## src/rtl/mips_core_pkg.sv

```systemverilog
// Shared store-buffer types: FSM state and entry record. Default address/data
// widths are 32 bits unless ADDR_WIDTH / DATA_WIDTH are already defined.
`ifndef ADDR_WIDTH
`define ADDR_WIDTH 32
`endif
`ifndef DATA_WIDTH
`define DATA_WIDTH 32
`endif

package mips_core_pkg;
    localparam int ADDR_W  = `ADDR_WIDTH;
    localparam int DATA_W  = `DATA_WIDTH;
    localparam int WADDR_W = ADDR_W - 2;

    typedef enum logic [1:0] {
        SB_IDLE,
        SB_DRAIN,
        SB_FENCE
    } SbState;

    typedef struct packed {
        logic               valid;
        logic [WADDR_W-1:0] addr;
        logic [DATA_W-1:0]  data;
    } SbEntry;

    function automatic logic [WADDR_W-1:0] word_addr(input logic [ADDR_W-1:0] a);
        return a[ADDR_W-1:2];
    endfunction
endpackage

```

## src/rtl/sb_forward_match.sv

```systemverilog
// Store-to-load forwarding lookup: scans entries from youngest (just behind
// wr_ptr) to oldest and returns the first valid word-address match.
module sb_forward_match
    import mips_core_pkg::*;
#(
    parameter int DEPTH = 4,
    parameter int PTR_W = $clog2(DEPTH)
) (
    input  SbEntry             entries [DEPTH],
    input  logic [PTR_W-1:0]   wr_ptr,
    input  logic [WADDR_W-1:0] ld_waddr,
    output logic               hit,
    output logic [DATA_W-1:0]  data
);
    SbEntry cand;

    always_comb begin
        hit  = 1'b0;
        data = '0;
        cand = '0;
        for (int k = 1; k <= DEPTH; k++) begin
            cand = entries[wr_ptr - PTR_W'(k)];
            if (!hit && cand.valid && (cand.addr == ld_waddr)) begin
                hit  = 1'b1;
                data = cand.data;
            end
        end
    end
endmodule

```

## src/rtl/store_buffer_ctrl.sv

```systemverilog
// Word-granular store buffer between MEM and the D-cache: in-order drain,
// load forwarding, fence drain. Optional STORE_BUFFER_COALESCE_EN merges stores.
module store_buffer_ctrl
    import mips_core_pkg::*;
#(
    parameter int DEPTH = 4,
    parameter int PTR_W = $clog2(DEPTH)
) (
    input  logic                   clk,
    input  logic                   rst_n,
    input  logic                   st_valid,
    input  logic [`ADDR_WIDTH-1:0] st_addr,
    input  logic [`DATA_WIDTH-1:0] st_data,
    output logic                   st_ready,
    input  logic                   ld_valid,
    input  logic [`ADDR_WIDTH-1:0] ld_addr,
    output logic                   sb_hit,
    output logic                   sb_valid,
    output logic [`DATA_WIDTH-1:0] sb_data,
    input  logic                   cache_busy,
    output logic                   drain_valid,
    output logic [`ADDR_WIDTH-1:0] drain_addr,
    output logic [`DATA_WIDTH-1:0] drain_data,
    input  logic                   drain_ready,
    input  logic                   fence,
    output logic                   empty,
    output logic                   sb_stall
);
    SbState             state_q, state_d;
    logic [PTR_W-1:0]   wr_ptr_q, wr_ptr_d, rd_ptr_q, rd_ptr_d;
    logic [PTR_W:0]     count_q, count_d;
    logic [DEPTH-1:0]   valid_q, valid_d;
    logic               fence_seen_q, fence_seen_d;
    logic [WADDR_W-1:0] addr_q [DEPTH];
    logic [DATA_W-1:0]  data_q [DEPTH];
    SbEntry             entries [DEPTH];
    logic               base_ready, coal_ok, alloc, deq;
    logic [3:0]         unused_addr_bits;

    assign unused_addr_bits = {st_addr[1:0], ld_addr[1:0]};

    assign base_ready = (count_q != (PTR_W+1)'(DEPTH)) && (state_q != SB_FENCE);

`ifdef STORE_BUFFER_COALESCE_EN
    logic [PTR_W-1:0] young_ptr;
    logic             coal_wr;
    assign young_ptr = wr_ptr_q - PTR_W'(1);
    // The head entry under an active drain offer must stay stable, so never merge into it.
    assign coal_ok = (count_q != '0) && valid_q[young_ptr] &&
                     (addr_q[young_ptr] == word_addr(st_addr)) && (state_q != SB_FENCE) &&
                     !((state_q == SB_DRAIN) && (young_ptr == rd_ptr_q));
    assign coal_wr = st_valid && coal_ok;
`else
    assign coal_ok = 1'b0;
`endif

    assign st_ready = base_ready || coal_ok;
    assign alloc    = st_valid && base_ready && !coal_ok;
    assign deq      = drain_valid && drain_ready;
    assign empty    = (count_q == '0);
    assign sb_stall = (st_valid && !st_ready) || (state_q == SB_FENCE);
    assign sb_valid = ld_valid && sb_hit;

    assign drain_addr = {addr_q[rd_ptr_q], 2'b00};
    assign drain_data = data_q[rd_ptr_q];

    always_comb begin
        for (int i = 0; i < DEPTH; i++) begin
            entries[i] = {valid_q[i], addr_q[i], data_q[i]};
        end
    end

    sb_forward_match #(
        .DEPTH (DEPTH),
        .PTR_W (PTR_W)
    ) u_match (
        .entries  (entries),
        .wr_ptr   (wr_ptr_q),
        .ld_waddr (word_addr(ld_addr)),
        .hit      (sb_hit),
        .data     (sb_data)
    );

    always_comb begin
        state_d      = state_q;
        fence_seen_d = 1'b0;
        drain_valid  = 1'b0;
        case (state_q)
            SB_IDLE: begin
                if (fence) begin
                    state_d = SB_FENCE;
                end else if ((count_q != '0) && !cache_busy) begin
                    state_d = SB_DRAIN;
                end
            end
            SB_DRAIN: begin
                drain_valid  = 1'b1;
                fence_seen_d = fence_seen_q || fence;
                if (drain_ready) begin
                    fence_seen_d = 1'b0;
                    if (fence_seen_q || fence) begin
                        state_d = SB_FENCE;
                    end else if (((count_q == (PTR_W+1)'(1)) && !alloc) || cache_busy) begin
                        state_d = SB_IDLE;
                    end
                end
            end
            SB_FENCE: begin
                drain_valid = (count_q != '0);
                if ((count_q == '0) && !fence) begin
                    state_d = SB_IDLE;
                end
            end
            default: state_d = SB_IDLE;
        endcase
    end

    always_comb begin
        wr_ptr_d = alloc ? wr_ptr_q + PTR_W'(1) : wr_ptr_q;
        rd_ptr_d = deq ? rd_ptr_q + PTR_W'(1) : rd_ptr_q;
        count_d  = count_q;
        if (alloc && !deq) begin
            count_d = count_q + (PTR_W+1)'(1);
        end else if (!alloc && deq) begin
            count_d = count_q - (PTR_W+1)'(1);
        end
        valid_d = valid_q;
        if (deq) begin
            valid_d[rd_ptr_q] = 1'b0;
        end
        if (alloc) begin
            valid_d[wr_ptr_q] = 1'b1;
        end
    end

    always_ff @(posedge clk or negedge rst_n) begin
        if (!rst_n) begin
            state_q      <= SB_IDLE;
            wr_ptr_q     <= '0;
            rd_ptr_q     <= '0;
            count_q      <= '0;
            valid_q      <= '0;
            fence_seen_q <= 1'b0;
        end else begin
            state_q      <= state_d;
            wr_ptr_q     <= wr_ptr_d;
            rd_ptr_q     <= rd_ptr_d;
            count_q      <= count_d;
            valid_q      <= valid_d;
            fence_seen_q <= fence_seen_d;
        end
    end

    // Payload storage carries no reset; the valid bits alone qualify it.
    always_ff @(posedge clk) begin
        if (alloc) begin
            addr_q[wr_ptr_q] <= word_addr(st_addr);
            data_q[wr_ptr_q] <= st_data;
        end
`ifdef STORE_BUFFER_COALESCE_EN
        else if (coal_wr) begin
            data_q[young_ptr] <= st_data;
        end
`endif
    end
endmodule

```

## config.mk

```make
export PLATFORM = sky130hd
export DESIGN_NAME = store_buffer_ctrl
export DESIGN_NICKNAME = d
export VERILOG_FILES = /design/src/rtl/mips_core_pkg.sv /design/src/rtl/sb_forward_match.sv /design/src/rtl/store_buffer_ctrl.sv
export SDC_FILE = /design/constraint.sdc
export NUM_CORES = 1
export LEC_CHECK = 0
export ABC_AREA = 1
export BUFFER_PORTS_ARGS = -buffer_cell sky130_fd_sc_hd__buf_2
export CELL_PAD_IN_SITES_DETAIL_PLACEMENT = 0
export CELL_PAD_IN_SITES_GLOBAL_PLACEMENT = 1
export CORE_AREA = 4 4 213 215
export DETAILED_ROUTE_END_ITERATION = 12
export DIE_AREA = 0 0 217 219
export PLACE_DENSITY = 0.8
export SYNTH_ARGS = -nofsm -noshare
export SYNTH_HDL_FRONTEND = slang
export SYNTH_SLANG_ARGS = --single-unit
export TNS_END_PERCENT = 1
```

## constraint.sdc

```tcl
create_clock -name clk -period 5.56 [get_ports clk]
set_clock_uncertainty 0.1 [all_clocks]
set_input_delay 0.556 -clock clk [delete_from_list [all_inputs] [get_ports clk]]
set_output_delay 0.556 -clock clk [all_outputs]
set_load 0.03 [all_outputs]
```

-- Yosys cells after proc, flatten, opt, wreduce, memory -nomap -nowiden
Memories as Yosys holds them, arrays and structs flattened.
Cells that the tools add are included.
- add/sub/neg operators: 7
- magnitude comparators: 8
- equal/unequal tests: 13
- mux-type cells: 40
- bitwise gates (word level): 7
- reduce and logical (&&, ||, !) cells: 35
- operators by type and width (cell ; count):
    binary-select mux 63 bit (select 2 bit) ; 4
    two-way mux 63 bit ; 8
    two-way mux 32 bit ; 4
    == test 30 bit ; 4
    logical AND 1 bit ; 19
    greater-or-equal comparator 3 bit, second input constant ; 4
    two-way mux 2 bit ; 6
    inverter 2 -> 3 bit ; 4
    two-way mux 1 bit ; 10
    inequality test 3 bit, second input constant ; 3
    logical NOT 1 bit ; 8
    two-way mux 4 bit ; 2
    < comparator 2 x 3 -> 1 bit, second input constant ; 2
    two-way mux 3 bit ; 2
    one-hot mux 2 bit (3 select lines) ; 1
    adder 2 x 1 -> 2 bit, second input constant ; 2
    bitwise AND 4 bit ; 1
    demux 1 bit (select 2 bit) ; 2
    greater-or-equal comparator 2 x 1 -> 1 bit, second input constant ; 2
    inequality test 2 bit, second input constant ; 2
    inverter 4 bit ; 1
    bitwise OR 4 bit ; 1
    AND reduction 4 bit ; 1
    subtractor 2 bit, second input constant ; 2
    13 further kinds ; 15
- flip-flop bits (word level): 14
- memory bits (writable): 248
- input bits: 103
- output and inout bits: 102
- logic and storage cells: 118
- memories kept: 2
- memory list (memory ; depth ; width ; rd ports ; clocked after Yosys merged registers in ; write ports ; RTL line ; text):
    data_q ; 4 ; 32 ; 5 ; 0 ; 1 ; store_buffer_ctrl.sv:35 ; logic [DATA_W-1:0] data_q [DEPTH];
    addr_q ; 4 ; 30 ; 5 ; 0 ; 1 ; store_buffer_ctrl.sv:34 ; logic [WADDR_W-1:0] addr_q [DEPTH];

-- Depth between registers and ports, before layout
Gate-level depths: netlist (run 1).
- depth after elaboration: 21
- mapped depth: 27

-- By module
A second synthesis (run 1) with hierarchy kept.
- cell total of the unflattened synthesis: 2929
- area total of the unflattened synthesis: 19919.1 µm²
- by module, submodules not included (module ; instances ; cells each ; area an instance (µm²) ; seq. area each (µm²)):
    store_buffer_ctrl ; 1 ; 723 ; 10104.7 ; 7797.5
    sb_forward_match ; 1 ; 2206 ; 9814.4 ; 0.0

-- Least setup slack after synthesis (run 1)
No wires, ideal clock.
- kind: reg-to-reg
- from: reg wr_ptr_q[1]
- to: mem addr_q[0][0] (netlist bit) (enable)
- library setup time: 0.482 ns
- arrival: 4.314 ns
- data required time: 4.978 ns
- path slack: 0.664 ns
- cell stages (with the launch flop): 10
- buffers on the path: 5
- clock period less this slack: 4.896 ns
- path through: dfrtp_1 buf_2 inv_2 buf_4 buf_2 buf_1 clkbuf_1 ha_1 inv_1 nor2_1
- RTL lines (element ; RTL line ; text):
    from (decl) ; store_buffer_ctrl.sv:30 ; logic [PTR_W-1:0] wr_ptr_q, wr_ptr_d, rd_ptr_q, rd_ptr_d;
    from (signal assigned) ; store_buffer_ctrl.sv:146 ; wr_ptr_q <= wr_ptr_d;
    to (decl) ; store_buffer_ctrl.sv:34 ;
No word-level cell before the write port.

-- Worst setup path after layout (run 1)
- from: reg wr_ptr_q[0]
- to: out sb_data[13]
- word-level cells in the longest chain between the ends: 20
- elaborated cells between the ends (all ways): 40
- classes of those cells: 3 x add/sub; 4 x eq/ne; 19 x mux; 4 x bitwise; 10 x reduce/logical
- RTL lines (element ; RTL line ; text):
    subtractor 2 x 1 -> 2 bit ; sb_forward_match.sv:22 ; cand = entries[wr_ptr - PTR_W'(k)];
    inverter 2 -> 3 bit (not written as such) ; sb_forward_match.sv:22 ;
    binary-select mux 63 bit (select 2 bit) ; sb_forward_match.sv:22 ;
    two-way mux 63 bit (not written as such) (2 in a row) ; sb_forward_match.sv:22 ;
    == test 30 bit ; sb_forward_match.sv:23 ; if (!hit && cand.valid && (cand.addr == ld_waddr)) begin
    logical AND 1 bit ; sb_forward_match.sv:23 ;
    two-way mux 1 bit ; sb_forward_match.sv:23 ;
    logical NOT 1 bit ; sb_forward_match.sv:23 ;
    logical AND 1 bit (2 in a row) ; sb_forward_match.sv:23 ;
    two-way mux 1 bit ; sb_forward_match.sv:23 ;
    logical NOT 1 bit ; sb_forward_match.sv:23 ;
    logical AND 1 bit (2 in a row) ; sb_forward_match.sv:23 ;
    two-way mux 1 bit ; sb_forward_match.sv:23 ;
    logical NOT 1 bit ; sb_forward_match.sv:23 ;
    logical AND 1 bit (2 in a row) ; sb_forward_match.sv:23 ;
    two-way mux 32 bit * ; sb_forward_match.sv:23 ;
    to (decl) ; store_buffer_ctrl.sv:19 ; output logic [`DATA_WIDTH-1:0] sb_data,
Every way passes the cells marked *; elsewhere a longest branch is shown, timed or not. The select of a mux whose other input is x is not followed.

==> results.json, run 1 <==
{
  "outcome": "complete, no violations",
  "yosysUniqueCellTypes": 34,
  "totalNegativeSetupSlack_ns": 0,
  "arrival_ns": 4.52,
  "ys_seq_elements": 262,
  "place_congestion": 0.959,
  "p_int_uw": 6240,
  "core_um2": 43700,
  "period_minus_slack_ns": 5.18,
  "grt_pass1_vias": 17000,
  "yosysMostFrequentCell": "nand2_1",
  "hold_end": "data_q[1][30]",
  "p_comb_frac": 0.639,
  "fp.dieArea_um2": 47500,
  "yosysTopAreaCell": "edfxtp_1",
  "ir_worst_vdd_mv": 0.499,
  "switching_power_uw": 7260,
  "post-route-period-util": 0.932,
  "synth_top_area_share": 0.392,
  "synthFlopType": "edfxtp_1",
  "clkLatencyLatePin_ns": 0.58,
  "min-delay-start": "st_data[30]",
  "critPathSlowestCell": "dfrtp_4",
  "setup_slack_ns": 0.381,
  "drc": 0,
  "grt_usage": 0.262,
  "yosysWarnings": 0,
  "htreeDepth": 1,
  "portBuffers": 198,
  "synth_edf_count": 248,
  "setup_viol": 0,
  "slew_violations": 0,
  "synth_area_um2": 19000,
  "cp_cell_sequence": "inv_4, ha_4, inv_4, buf_4, nand3_1, nand3_1, nand2_1, nor2_1, nand2_1, nor2_1, nand2_1, nor2_2, inv_2, nand3_4, buf_12, nor2_1, nor2_1, buf_2",
  "reg2reg_from": "wr_ptr_q[0]",
  "ys_seq_area_frac": 0.411,
  "syn_area_per_cell_um2": 6.97,
  "pwr-share-clk": 0.147,
  "io_pins": 205,
  "syn_to_final_growth_pct": 12.2,
  "die_h_um": 219,
  "start_util": 0.434,
  "rsz0062_at_grt": "no",
  "clkSinkCount": 262,
  "post-dp-hpwl_mm": 43.5,
  "cts_tree": "built",
  "drt-vias-per-instance": 5.44,
  "cts_buffer_depth": 3,
  "root_buffer": "clkbuf_16",
  "antenna_found_initial": 7,
  "seqPwrFrac": 0.213,
  "cap_viol_max_count": 0,
  "worstPathRequired_ns": 4.90,
  "sw_frac_of_total": 0.538,
  "worstSetupPathType": "register to output port",
  "num_vias": 18700,
  "grt_max_degree": 186,
  "hp-class": "primary input to register",
  "slew_headroom": 0.254,
  "syn_inst": 2725,
  "synthArstFlopShare": 0.0534,
  "fin_util": 0.487,
  "ant_nets": 0,
  "setup.worst_path.start_class": "register",
  "postCtsSetupBuffers": 0,
  "max_stage_delay_ns": 0.51,
  "worstMarginPinSlew_ns": 1.12,
  "avgRoutedWirePerCell_um": 18.7,
  "clock.fmax_mhz": 193,
  "ys_top_cells_by_count": "933 x nand2_1, 375 x nand3_1, 310 x o21ai_0",
  "synth.area.top_cells": "edfxtp_1 39%, nand2_1 18%, nand3_1 9.9%, o21ai_0 8.2%, nor2_1 4.9%",
  "dpl_worst_slack_ns": 0.964,
  "drive_gt1_frac": 0.103,
  "cp_common_cell": "nor2_1",
  "rr_endpoint": "data_q[1][22]",
  "end_kind": "output port",
  "finalHoldViolations": 0,
  "ff2ff_path_depth": 6,
  "cts_buffers": 30,
  "dr.pass1.iters": 5,
  "grt_pass1_wl_mm": 96.9,
  "wirelength_mm": 64.5,
  "p_leak_uw": 0.00982,
  "fillers": 4374,
  "critPathMaxFanout": 34,
  "holdPathStages": 1,
  "nNetsFinal": 2943,
  "drt_iter0_drc": 1480,
  "clk_pin_slew_ns": 0.06,
  "r2r_slack_ns": 1.70,
  "grt_overflow": 0,
  "die_w_um": 217,
  "p_per_area_nw_per_um2": 633,
  "num_rows": 77
}
-- logic make-up (layout without fill, tap and decap cells) --
logic type               count (synthesis)  after routing  share of synthesized area
AO/OA/AOI/OAI                          465            465                      0.125
XOR/XNOR                                14             14                    0.00646
adder cells (fa/ha/maj)                 16             16                     0.0105
buffers and inverters                  331            452                     0.0740
flip-flops                             262            262                      0.411
multiplexers                            68             68                     0.0358
other                                    1              5                   0.000197
AND/OR/NAND/NOR                       1568           1568                      0.337
-- repair_timing --
action                     4_1_cts  5_1_grt
hold endpoints to repair        14        0
resized for setup                0        1
setup endpoints to repair        0        2
hold buffers                     1        0
-- per-stage QoR --
step / area (um2) / hold WS, ns / power, uW / instances
floorplan: 19000 / 0.160 / 9170 / 2726
global placement: 20300 / 0.376 / 11400 / 3383
detailed placement: 20300 / 0.379 / 11500 / 3383
CTS: 21300 / 0.0592 / 13500 / 3439
global route: 21300 / 0.0713 / 14700 / 3441
finish: 21300 / 0.0851 / 13500 / 3442
-- critical path: cells and delay by family (launching register included) --
kind	cells	cell delay (ns)
and+or+nand+nor	11	1.64
buffers and inverters	6	1.50
DFF	1	0.51
adders and majority gates	1	0.27
-- sequential cells by signal, indices dropped and copies added, names as in the netlist --
register,count
valid_q,4
state_q,2
rd_ptr_q,2
wr_ptr_q,2
count_q,3
data_q,128
fence_seen_q,1
addr_q,120
-- worst max path at each step --
stage           startpoint            to  slack, ns  cells after the start
2_1_floorplan  wr_ptr_q[1]  addr_q[0][0]       0.66                      9
3_3_place_gp   wr_ptr_q[0]   sb_data[13]       0.98                     19
3_5_place_dp   wr_ptr_q[0]   sb_data[15]       0.96                     19
4_1_cts        wr_ptr_q[0]   sb_data[15]       0.33                     19
5_1_grt        wr_ptr_q[0]   sb_data[18]       0.08                     19
6_report       wr_ptr_q[0]   sb_data[13]       0.38                     18
-- layout make-up --
class                   count  area [um2]  share of cell area
diodes                      3        7.51            0.000352
clock buffers              36         795              0.0373
clock inverters            19         190             0.00892
flip-flops and latches    262        7810               0.366
inverters                 166         633              0.0297
well taps                 592         741              0.0347
multi-input cells        2133        9840               0.462
repair buffers            231        1300              0.0612
-- power by group through the flow --
stage	combinational (uW)	sequential (uW)	clock [uW]
detailed placement	8600	2920	0
global route	9630	2920	2110
CTS	8620	2880	2020
finish	8630	2880	1990
global placement	8490	2910	0
floorplan	6350	2810	0
-- per-layer routing --
layer / track usage / share of wire
met2: 0.444 / 0.47
met4: 0.0967 / 0.036
met3: 0.0418 / 0.068
met5: 0 / 0.00077
met1: 0.339 / 0.42
-- cells in the final DEF (no fill, tap or decap), drive strengths merged, types with 2 or more instances in the layout --
cell	instances
a21oi	100
buf	230
bufinv	4
clkbuf	36
clkinv	14
conb	2
dfrtp	14
diode	3
edfxtp	248
ha	16
inv	166
mux2i	68
nand2	933
nand3	376
nand4	4
nor2	252
o21ai	326
o22ai	34
or2	2
xor2	13
Power figures use the tool's default switching activity.
==> inputs of run 2 (changes only) <==
==> constraint.sdc (replaced) <==
create_clock -name clk -period 4.9 [get_ports clk]
set_clock_uncertainty 0.1 [all_clocks]
set_input_delay 0.49 -clock clk [delete_from_list [all_inputs] [get_ports clk]]
set_output_delay 0.49 -clock clk [all_outputs]
set_load 0.03 [all_outputs]
==> run 2 against run 1 <==
- flip-flop and latch count is the same
- highest routed layer unchanged
- critical endpoint unchanged
- wire length up 0.24%
- global-route usage down 0.48 points
- register-to-register slack got worse by 0.18 ns
- largest power group unchanged
- critical path type unchanged
==> results.json, run 2 (synthesis gave the netlist of run 1 again) <==
{
  "end_kind": "output port",
  "reg_top3": "data_q (128), addr_q (120), valid_q (4)",
  "rsz0062_at_grt": "no",
  "worstSetupPathType": "register to output port",
  "postCtsSetupBuffers": 0,
  "slew_headroom": 0.237,
  "largest_reg_flops": 128,
  "seqPwrFrac": 0.211,
  "grt_overflow": 0,
  "die_h_um": 219,
  "setup.worst_path.start_class": "register",
  "fillers": 4370,
  "start_util": 0.434,
  "p_comb_frac": 0.646,
  "place_congestion": 0.954,
  "root_buffer": "clkbuf_16",
  "syn_to_final_growth_pct": 12.8,
  "ant_nets": 0,
  "grt_max_degree": 186,
  "grt_usage": 0.257,
  "worstPathRequired_ns": 4.31,
  "placed_area_um2": 20300,
  "totalNegativeSetupSlack_ns": 0,
  "clkSinkCount": 262,
  "htreeDepth": 1,
  "portBuffers": 198,
  "cts_tree": "built",
  "ir_worst_vdd_mv": 0.699,
  "regArea_um2": 7810,
  "outcome": "complete, no violations",
  "cap_viol_max_count": 0,
  "mostFrequentLayoutCell": "nand2_1",
  "die_w_um": 217,
  "antenna_found_initial": 8,
  "drive_gt1_frac": 0.104,
  "power.total_uw": 15400,
  "use_met3": 0.0379,
  "p_per_area_nw_per_um2": 720,
  "cts_buffers": 31,
  "post-dp-hpwl_mm": 42.5,
  "drc": 0,
  "critPathMaxFanout": 36,
  "clock.fmax_mhz": 210,
  "grt_busiest_layer": "met2",
  "avgRoutedWirePerCell_um": 18.8,
  "gr-usage-met1": 0.333,
  "wirelength_mm": 64.7,
  "numPlacedInstances": 3380,
  "p_int_uw": 7120,
  "core_um2": 43700,
  "finalHoldViolations": 0,
  "clkLatencyLatePin_ns": 0.57,
  "worstMarginPinSlew_ns": 1.14,
  "pwr-share-clk": 0.143,
  "grt_pass1_wl_mm": 96.4,
  "top_register": "data_q",
  "drt-vias-per-instance": 5.46,
  "nNetsFinal": 2944,
  "cts_buffer_depth": 3,
  "dpl_worst_slack_ns": 0.615,
  "arrival_ns": 4.18,
  "switching_power_uw": 8300,
  "p_leak_uw": 0.00986,
  "hp-class": "primary input to register",
  "clk_pin_slew_ns": 0.06,
  "multi_input_area_um2": 9840,
  "final_cell_mix": "933 x nand2_1, 375 x nand3_1, 310 x o21ai_0, 248 x edfxtp_1, 243 x nor2_1",
  "setup_slack_ns": 0.133,
  "period_minus_slack_ns": 4.77,
  "fp.dieArea_um2": 47500,
  "stdcell_area_um2": 21400,
  "drt_iter0_drc": 1526,
  "io_pins": 205,
  "slew_violations": 0,
  "dr.pass1.iters": 5,
  "grt_use_met2": 0.441,
  "setup_viol": 0,
  "sw_frac_of_total": 0.538,
  "holdPathStages": 1,
  "ff2ff_path_depth": 6,
  "grt_pass1_vias": 17300,
  "final_cell_count_no_fill": 3444,
  "post-route-period-util": 0.973,
  "num_rows": 77,
  "num_vias": 18800
}
==> run 2: changes by cell type in the layout (fill, tap and decap cells not counted), sizes merged <==
cell | previous run | this run
buf | 230 | 227
clkinv | 14 | 16
clkinvlp | 1 | 3
diode | 3 | 5
bufinv | 4 | 3
==> run 2: per-stage QoR <==
stage | hold WS, ns | util
3_5_place_dp | 0.320 | 0.464
5_1_grt | 0.0105 | 0.490
2_1_floorplan | 0.0944 | -
6_report | 0.0268 | 0.490
3_3_place_gp | 0.315 | 0.464
4_1_cts | 0.00225 | 0.487
==> run 2: power groups by stage <==
stage / clock network [uW] / logic (uW) / registers, uW
6_report: 2200 / 9970 / 3250
5_1_grt: 2350 / 11100 / 3290
4_1_cts: 2240 / 9770 / 3240
3_5_place_dp: 0 / 9730 / 3280
3_3_place_gp: 0 / 9560 / 3270
2_1_floorplan: 0 / 7210 / 3190
==> run 2: worst paths after layout <==
check | start | end | slack, ns
max in group asynchronous | rst_n | wr_ptr_q[0] | 4.15
worst min-delay path | st_data[25] | data_q[0][25] | 0.03
worst max-delay path | wr_ptr_q[0] | sb_data[13] | 0.13
worst max register to register | wr_ptr_q[0] | addr_q[3][9] | 1.52
worst min register to register | valid_q[1] | valid_q[1] | 0.42
min in group asynchronous | rst_n | rd_ptr_q[0] | 0.26
==> run 2: repair_timing <==
| item | 4_1_cts | 5_1_grt |
|---|---|---|
| hold buffers | 1 | 0 |
| cloned | 0 | 3 |
| setup endpoints to repair | 1 | 34 |
| endpoints found under the hold margin | 14 | 0 |
| resized for setup | 1 | 13 |
==> run 2: worst max-delay path: stages, from the launching register on <==
cell     delay (ns)
dfrtp_4        0.54
inv_4          0.15
ha_4           0.24
inv_8          0.22
buf_12         0.23
nand3_1        0.12
nand3_1        0.10
nand2_1        0.06
nor2_1         0.21
nand2_1        0.08
nor2_1         0.18
nand2_1        0.09
nor2_2         0.22
inv_2          0.08
nand3_4        0.25
buf_12         0.23
nor2_1         0.06
nor2_1         0.23
buf_2          0.26
==> run 2: cell type report <==
cell class	instances	share of cell area
inverters	166	0.0298
well taps	592	0.0346
repair buffers	231	0.0662
multi-input cells	2133	0.459
diodes	5	0.000584
clock inverters	22	0.00882
flip-flops and latches	262	0.364
clock buffers	33	0.0366
==> run 2: routing by layer <==
| metal | vias up | wire [um] | part of all wire |
|---|---|---|---|
| li1 | 9353 | - | - |
| met1 | 8703 | 27200 | 0.42 |
| met2 | 632 | 30700 | 0.47 |
| met3 | 119 | 4550 | 0.070 |
| met4 | 8 | 2190 | 0.034 |
| met5 | - | 50 | 0.00077 |
==> inputs of run 3 (changes only) <==
--- a/config.mk
+++ b/config.mk
@@ -9,10 +9,10 @@
 export BUFFER_PORTS_ARGS = -buffer_cell sky130_fd_sc_hd__buf_2
 export CELL_PAD_IN_SITES_DETAIL_PLACEMENT = 0
 export CELL_PAD_IN_SITES_GLOBAL_PLACEMENT = 1
-export CORE_AREA = 4 4 213 215
+export CORE_AREA = 4 4 226 228
 export DETAILED_ROUTE_END_ITERATION = 12
-export DIE_AREA = 0 0 217 219
-export PLACE_DENSITY = 0.8
+export DIE_AREA = 0 0 230 232
+export PLACE_DENSITY = 0.75
 export SYNTH_ARGS = -nofsm -noshare
 export SYNTH_HDL_FRONTEND = slang
 export SYNTH_SLANG_ARGS = --single-unit
==> constraint.sdc (replaced) <==
create_clock -name clk -period 4 [get_ports clk]
set_clock_uncertainty 0.1 [all_clocks]
set_input_delay 0.4 -clock clk [delete_from_list [all_inputs] [get_ports clk]]
set_output_delay 0.4 -clock clk [all_outputs]
set_load 0.03 [all_outputs]
==> run 3 against run 2 <==
- wire length rose by 8.8%
- highest routed layer unchanged
- die area rose by 12%
- sequential share of layout area fell by 3.4 points
- critical endpoint is now sb_data[28]
- clock power rose by 38%
- critical path type unchanged
- the flow now finishes with violations (negative setup slack)
==> results.json, run 3 (synthesis gave the netlist of run 1 again) <==
{
  "mostFrequentLayoutCell": "nand2_1",
  "drt_iter0_drc": 1588,
  "ant_nets": 0,
  "fin_util": 0.484,
  "worstMarginPinSlew_ns": 1.03,
  "setup_viol": 32,
  "cts_buffers": 34,
  "root_buffer": "clkbuf_16",
  "avgRoutedWirePerCell_um": 19.4,
  "clkSinkCount": 262,
  "syn_to_final_growth_pct": 24.4,
  "rsz0062_at_grt": "yes",
  "die_h_um": 232,
  "reg_top3": "data_q (128), addr_q (120), valid_q (4)",
  "p_per_area_nw_per_um2": 894,
  "grt_overflow": 0,
  "core_um2": 48800,
  "io_pins": 205,
  "cts_tree": "built",
  "worstPathRequired_ns": 3.50,
  "post-route-period-util": 1.05,
  "drc": 0,
  "clk_pin_slew_ns": 0.06,
  "fillers": 4888,
  "place_congestion": 0.889,
  "fp.dieArea_um2": 53400,
  "slew_violations": 0,
  "post-dp-hpwl_mm": 44.8,
  "grt_max_degree": 108,
  "antenna_found_initial": 5,
  "htreeDepth": 2,
  "regArea_um2": 7810,
  "wirelength_mm": 70.4,
  "finalHoldViolations": 0,
  "num_vias": 19600,
  "grt_usage": 0.250,
  "final_cell_mix": "913 x nand2_1, 331 x nand3_1, 305 x o21ai_0, 248 x edfxtp_1, 206 x nor2_1",
  "setup.worst_path.start_class": "register",
  "cap_viol_max_count": 0,
  "multi_input_area_um2": 10300,
  "grt_pass1_vias": 18200,
  "critPathMaxFanout": 17,
  "portBuffers": 198,
  "ir_worst_vdd_mv": 0.611,
  "hp-class": "primary input to register",
  "slew_headroom": 0.311,
  "worstSetupPathType": "register to output port",
  "drt-vias-per-instance": 5.41,
  "clock.fmax_mhz": 239,
  "p_leak_uw": 0.0107,
  "top_register": "data_q",
  "outcome": "complete, but fails checks",
  "nNetsFinal": 3056,
  "period_minus_slack_ns": 4.18,
  "largest_reg_flops": 128,
  "num_rows": 81,
  "clkLatencyLatePin_ns": 0.56,
  "end_kind": "output port",
  "cts_buffer_depth": 3,
  "violations": "negative setup slack",
  "dr.pass1.iters": 6,
  "setup_slack_ns": -0.181,
  "start_util": 0.389,
  "drive_gt1_frac": 0.152,
  "die_w_um": 230,
  "arrival_ns": 3.68,
  "grt_pass1_wl_mm": 104,
  "totalNegativeSetupSlack_ns": -4.21
}
## run 3: final timing paths
path,startpoint,endpoint,slack (ns),cells past startpoint
hold / removal,drain_ready,fence_seen_q,0.02,2
max in group asynchronous,rst_n,rd_ptr_q[0],3.32,2
setup / recovery,wr_ptr_q[0],sb_data[28],-0.18,21
setup reg to reg,wr_ptr_q[1],addr_q[1][2],0.76,7
min in group asynchronous,rst_n,count_q[0],0.18,2
hold reg to reg,valid_q[0],valid_q[0],0.42,2
## run 3: layout make-up
class | count | area share
multi-input cells | 2133 | 0.436
flip-flops and latches | 262 | 0.330
repair buffers | 340 | 0.124
clock buffers | 44 | 0.0385
well taps | 664 | 0.0352
inverters | 166 | 0.0276
clock inverters | 18 | 0.00810
diodes | 4 | 0.000424
## run 3: critical path: stages (launching register included)
cell,delay (ns)
dfrtp_4,0.46
clkinv_8,0.08
ha_4,0.32
clkinv_8,0.10
buf_12,0.14
buf_16,0.16
nand3_2,0.09
nand2_1,0.05
nand2_1,0.06
nand2_1,0.07
nor2_2,0.16
nand2_1,0.08
nor2_1,0.12
nand2_1,0.12
nor2_4,0.21
inv_2,0.08
nand3_4,0.18
buf_12,0.18
nand2_1,0.07
nor2_1,0.12
nor2_1,0.08
buf_4,0.17
## run 3: per-stage QoR
step                      hold WS, ns  instances  total power, uW  area (um2)  setup WS (ns)
after floorplan               0.00441       2726            12700       19000         -0.896
after global placement          0.221       3472            16200       20700          0.104
after detailed placement        0.223       3472            16300       20700         0.0936
after CTS                     0.00590       3614            20100       23000         -0.133
after global routing           0.0435       3630            22700       23600         -0.312
final                          0.0222       3631            21100       23600         -0.181
## run 3: where the power goes
group	internal [uW]	switching (uW)	total (uW)
clock network	1820	1220	3030
registers	3610	353	3960
logic	4590	9530	14100
## run 3: what timing repair did
item | 4_1_cts | 5_1_grt
hold endpoints to repair | 262 | 0
cloned | 8 | 7
hold buffers | 63 | 0
gates resized for setup | 89 | 112
setup buffers | 9 | 8
pin swaps | 16 | 57
setup endpoints to repair | 34 | 34
## run 3: layer usage
layer,routed length [um],global-route usage,share of wire
met1,29400,0.321,0.42
met2,34000,0.436,0.48
met3,4610,0.0320,0.065
met4,2350,0.0849,0.033
met5,16,0,0.00023
